[config.mk]
export PLATFORM = sky130hd
export DESIGN_NAME = serial_subtractor
export DESIGN_NICKNAME = d
export VERILOG_FILES = /design/src/rtl/serial_subtractor.sv
export SDC_FILE = /design/constraint.sdc
export NUM_CORES = 1
export LEC_CHECK = 0
export CAP_MARGIN = 20
export CORE_MARGIN = 2
export CORE_UTILIZATION = 47
export CTS_CLUSTER_SIZE = 12
export DETAILED_ROUTE_END_ITERATION = 10
export HOLD_SLACK_MARGIN = 0.1
export PLACE_DENSITY_LB_ADDON = 0.12
export SETUP_SLACK_MARGIN = 0.3
export SLEW_MARGIN = 20
export SYNTH_ARGS = -nofsm -noshare
export SYNTH_HDL_FRONTEND = slang
export SYNTH_SLANG_ARGS = --single-unit
[constraint.sdc]
create_clock -name clk -period 1.9 [get_ports clk]
set_input_delay 0.38 -clock clk [delete_from_list [all_inputs] [get_ports clk]]
set_output_delay 0.38 -clock clk [all_outputs]
set_load 0.02 [all_outputs]
[src/rtl/serial_subtractor.sv]
// serial_subtractor: multi-cycle signed subtractor, diff = a - b - bin.
// One SLICE-bit chunk is added per clock, LSB slice first, as a + ~b + !bin,
// with the inter-slice carry held in a flop. Requires WIDTH = N * SLICE, N >= 2.
//
// state  | meaning
// -------+--------------------------------------------------------------
// S_IDLE | waiting for start; outputs hold the last completed result
// S_RUN  | one slice per cycle; idx_q selects the slice being added
// S_DONE | done pulse; outputs just updated; start here launches the next op
module serial_subtractor #(
    parameter int WIDTH = 32,
    parameter int SLICE = 8
) (
    input  logic             clk,
    input  logic             rst,
    input  logic             start,
    input  logic [WIDTH-1:0] a,
    input  logic [WIDTH-1:0] b,
    input  logic             bin,
    output logic             busy,
    output logic             done,
    output logic [WIDTH-1:0] diff,
    output logic             bout,
    output logic             overflow
);

    localparam int N     = WIDTH / SLICE;
    localparam int IDX_W = (N > 1) ? $clog2(N) : 1;

    typedef enum logic [1:0] {
        S_IDLE,
        S_RUN,
        S_DONE
    } state_t;

    state_t             state_q, state_d;
    // a_q/b_q shift right one slice per RUN cycle, so the active slice is
    // always at the bottom and the last slice carries the operand sign bits.
    logic [WIDTH-1:0]   a_q, a_d;
    logic [WIDTH-1:0]   b_q, b_d;
    logic [WIDTH-1:0]   res_q, res_d;
    logic               carry_q, carry_d;
    logic [IDX_W-1:0]   idx_q, idx_d;
    logic               busy_q, busy_d;
    logic               done_q, done_d;
    logic [WIDTH-1:0]   diff_q, diff_d;
    logic               bout_q, bout_d;
    logic               ovf_q, ovf_d;

    logic [SLICE:0]     slice_sum;
    logic               launch;
    logic               last_slice;

    // Next-state, slice datapath and output register computation.
    always_comb begin
        state_d = state_q;
        a_d     = a_q;
        b_d     = b_q;
        res_d   = res_q;
        carry_d = carry_q;
        idx_d   = idx_q;
        busy_d  = busy_q;
        done_d  = 1'b0;
        diff_d  = diff_q;
        bout_d  = bout_q;
        ovf_d   = ovf_q;

        slice_sum  = {1'b0, a_q[SLICE-1:0]} + {1'b0, ~b_q[SLICE-1:0]}
                   + (SLICE+1)'(carry_q);
        last_slice = (idx_q == IDX_W'(N - 1));
        // DONE accepts start so back-to-back operations repeat every N+1 cycles.
        launch     = start && (state_q == S_IDLE || state_q == S_DONE);

        case (state_q)
            S_RUN: begin
                res_d   = {slice_sum[SLICE-1:0], res_q[WIDTH-1:SLICE]};
                carry_d = slice_sum[SLICE];
                a_d     = a_q >> SLICE;
                b_d     = b_q >> SLICE;
                idx_d   = idx_q + 1'b1;
                if (last_slice) begin
                    diff_d  = {slice_sum[SLICE-1:0], res_q[WIDTH-1:SLICE]};
                    bout_d  = ~slice_sum[SLICE];
                    ovf_d   = (a_q[SLICE-1] != b_q[SLICE-1]) &&
                              (slice_sum[SLICE-1] != a_q[SLICE-1]);
                    done_d  = 1'b1;
                    state_d = S_DONE;
                end
            end
            S_DONE: begin
                state_d = S_IDLE;
                busy_d  = 1'b0;
            end
            default: begin
                state_d = S_IDLE;
            end
        endcase

        if (launch) begin
            a_d     = a;
            b_d     = b;
            res_d   = '0;
            carry_d = ~bin;
            idx_d   = '0;
            busy_d  = 1'b1;
            state_d = S_RUN;
        end
    end

    // All state registers; reset clears everything and beats start.
    always_ff @(posedge clk) begin
        if (rst) begin
            state_q <= S_IDLE;
            a_q     <= '0;
            b_q     <= '0;
            res_q   <= '0;
            carry_q <= 1'b0;
            idx_q   <= '0;
            busy_q  <= 1'b0;
            done_q  <= 1'b0;
            diff_q  <= '0;
            bout_q  <= 1'b0;
            ovf_q   <= 1'b0;
        end else begin
            state_q <= state_d;
            a_q     <= a_d;
            b_q     <= b_d;
            res_q   <= res_d;
            carry_q <= carry_d;
            idx_q   <= idx_d;
            busy_q  <= busy_d;
            done_q  <= done_d;
            diff_q  <= diff_d;
            bout_q  <= bout_d;
            ovf_q   <= ovf_d;
        end
    end

    assign busy     = busy_q;
    assign done     = done_q;
    assign diff     = diff_q;
    assign bout     = bout_q;
    assign overflow = ovf_q;

endmodule

==> run summary <==
status: finished with violations
violated checks: setup timing
initial antenna violation count: 0
pin count of the biggest net entering global routing: 62
most frequent cells in the layout: nand2_1, dfxtp_1, a21oi_1
slew margin rel.: 69.2%
gate count of the mapped netlist: 661
clk slew on worst S/H paths: 0.06 ns
startpoint types: flip-flop
total core area: 11,300 um^2
drt total wl: 13,500 um
worst skew pair latency: 0.41 ns
CTS tree: done
die width: 111 um
peak supply drop: 574 uV
Reg2Reg Capture Point: carry_q
ANT nets after route: 0
total congestion overflow: 0
RSZ-0062 raised after global routing: yes
Hold EP: a_q[26]
Final min period: 1.91 ns
Seq cells post-synth: 129
grt met3 use: 5.52%
site row count: 39
CTS root buf: clkbuf_16
critical-path cell list: inv_2 -> fa_2 -> inv_2 -> fa_2 -> a211oi_4 -> nor3_2 -> o31ai_2 -> a221oi_1
Area Growth Syn to Fin: 35.0%
I/O Buffers: 103
Finished Layout Cells: 912
DRC: 0
reg-to-reg slack, setup: -0.008 ns
GRT met1 Usage: 26.8%
CP arrival: 2.18 ns
grt peak-use layer: met2
Setup Crit Path Kind: flip-flop to flip-flop
launch point of the worst reg-to-reg path: a_q[0]
asr flop ratio synth: 0%
min-delay worst type: input pin to flip-flop
met2 Use GR: 36.6%
DR iter-0 viols: 232
Top Ports: 104
die area: 12,300 um^2
leading cell type in the layout, fill and taps excluded: nand2_1
PwrDens: 1000 nW/um^2
htree depth: 4
Area contributors post-synth: dfxtp_1, nand2_1, a21oi_1
dpl hpwl: 8910 um
Sink Count: 129
hold_sp: rst
Final Hold Fails: 0
top-area cell type share of the netlist area: 48.0%
first-pass GRT wire length: 21,800 um
placed cells: 875
CTS Buf Count: 17
via count: 4,869
Final nets: 834
fin crit share: 100%
number of global-route vias before repair: 4,673
sequential area share after synthesis: 48.0%
wire per inst: 14.8 um
syn_nets: 739
CP max FO: 3
Antenna Cells: 0
Worst-Margin Slew: 0.457 ns
cell area after synthesis: 5380 um^2
CP max stage delay: 0.37 ns
reg2reg path depth: 8
clk buf depth: 2
f_max: 0.524 GHz
GP Congestion: 0.802
Layout Skew: 0.00506 ns
hold depth: 2
Overall Global Routing Usage: 21.7%
area leader, netlist: dfxtp_1
Final Max Tran Viols: 0
Syn Area/Cell: 8.13 um^2
share of cells above drive strength 1: 11.7%
final worst-path setup slack: -0.00795 ns
Die Ht: 111 um
Final setup viols: 1
DRT Pass-1 Iters: 4
# hold bufs at CTS: 0
Req. time, crit path: 2.17 ns
Vias per Instance: 5.34
Initial Util: 47.7%
element type at the critical path end: flip-flop
crit path max-delay cell type: fa_2
number of synthesized flops with an enable pin: 0
Core Util, Final: 64.4%
yosys warns: 0
ys flop type: dfxtp_1
Unique masters post-synth: 43
max-cap viol count: 0
LEAKAGE: 0.00274 uW
cells by family (layout without fill, tap and decap cells):
group | after synthesis | after routing | synth area share [%]
AOI/OAI and AO/OA | 159 | 159 | 20.1
and+or+nand+nor | 296 | 297 | 22.6
xor gates and xnor gates | 2 | 2 | 0.326
adders and majority gates | 10 | 10 | 2.61
DFF | 129 | 129 | 48.0
buffers and inverters | 65 | 172 | 6.35
area by class of cell:
class,instances,area (um^2)
clock inverters,13,161
inverters,12,45.0
fillers,956,4020
well taps,143,179
repair buffers,128,1290
clock buffers,19,443
flip-flops and latches,129,2590
multi-input cells,468,2550
metrics by stage:
| stage | hold WS (ns) | cell area, um^2 | total power, uW | setup slack [ns] | setup TNS [ns] |
|---|---|---|---|---|---|
| floorplan | 0.432 | 5400 | 3570 | 0.129 | 0 |
| global placement | 0.442 | 6570 | 3920 | 0.00761 | 0 |
| detailed placement | 0.447 | 6570 | 3930 | -0.0261 | -0.0261 |
| CTS | 0.296 | 7160 | 7240 | -0.0145 | -0.0145 |
| global route | 0.297 | 7260 | 7570 | -0.0690 | -0.256 |
| finish | 0.312 | 7260 | 7280 | -0.00795 | -0.00795 |
worst max-delay path, delay by kind of cell (launching register included):
family                   cells  cell delay (ns)
buffers and inverters        2             0.09
flip-flops                   1             0.32
adder cells (fa/ha/maj)      2             0.59
AND/OR/NAND/NOR              1             0.07
AO/OA/AOI/OAI                3             0.70
registers in the layout, indices dropped and copies added, names as in the netlist, 2 cells and up:
name and count:
res_q 24, state_q 2, idx_q 2, a_q 32
b_q 32, diff 32
Yosys cell counts (2+ instances only):
cell      number
nand2_1      194
dfxtp_1      129
a21oi_1       70
nor2_1        61
a311oi_1      37
buf_2         24
a22oi_1       18
clkbuf_1      15
nand3_1       13
inv_1         12
o211ai_1       9
ha_1           8
buf_4          6
buf_6          6
nor3_1         6
a211oi_1       5
o31ai_1        4
or2_2          4
nand2b_1       3
nand3b_1       3
nor2b_1        3
o21a_1         3
o21ai_0        3
buf_1          2
fa_1           2
nor4_1         2
o211ai_2       2
xnor2_1        2
what timing repair did:
| item | CTS | global route |
|---|---|---|
| gates resized for setup | 39 | 13 |
| setup endpoints to repair | 75 | 48 |
| buffers inserted | 2 | 1 |
| endpoints found under the hold margin | 0 | 0 |
| cloned | 0 | 2 |
| pin swaps | 2 | 10 |
power by group:
group | internal [uW] | switching [uW]
logic | 491 | 555
clock network | 2100 | 1220
registers | 2840 | 81.4
routing by layer:
| layer | vias to the layer above | wire [um] |
|---|---|---|
| li1 | 2465 | - |
| met1 | 2256 | 6140 |
| met2 | 128 | 6570 |
| met3 | 20 | 633 |
| met4 | 0 | 196 |
| met5 | - | 0 |
how the worst max path moves through the flow:
stage | startpoint | to | slack, ns | depth (start not counted)
2_1_floorplan | carry_q | carry_q | 0.13 | 8
3_3_place_gp | carry_q | carry_q | 0.008 | 8
3_5_place_dp | b_q[0] | carry_q | -0.03 | 7
5_1_grt | a_q[0] | carry_q | -0.07 | 8
4_1_cts | carry_q | res_q[30] | -0.01 | 8
6_report | a_q[0] | carry_q | -0.008 | 8
(Power assumes the default switching activity.)
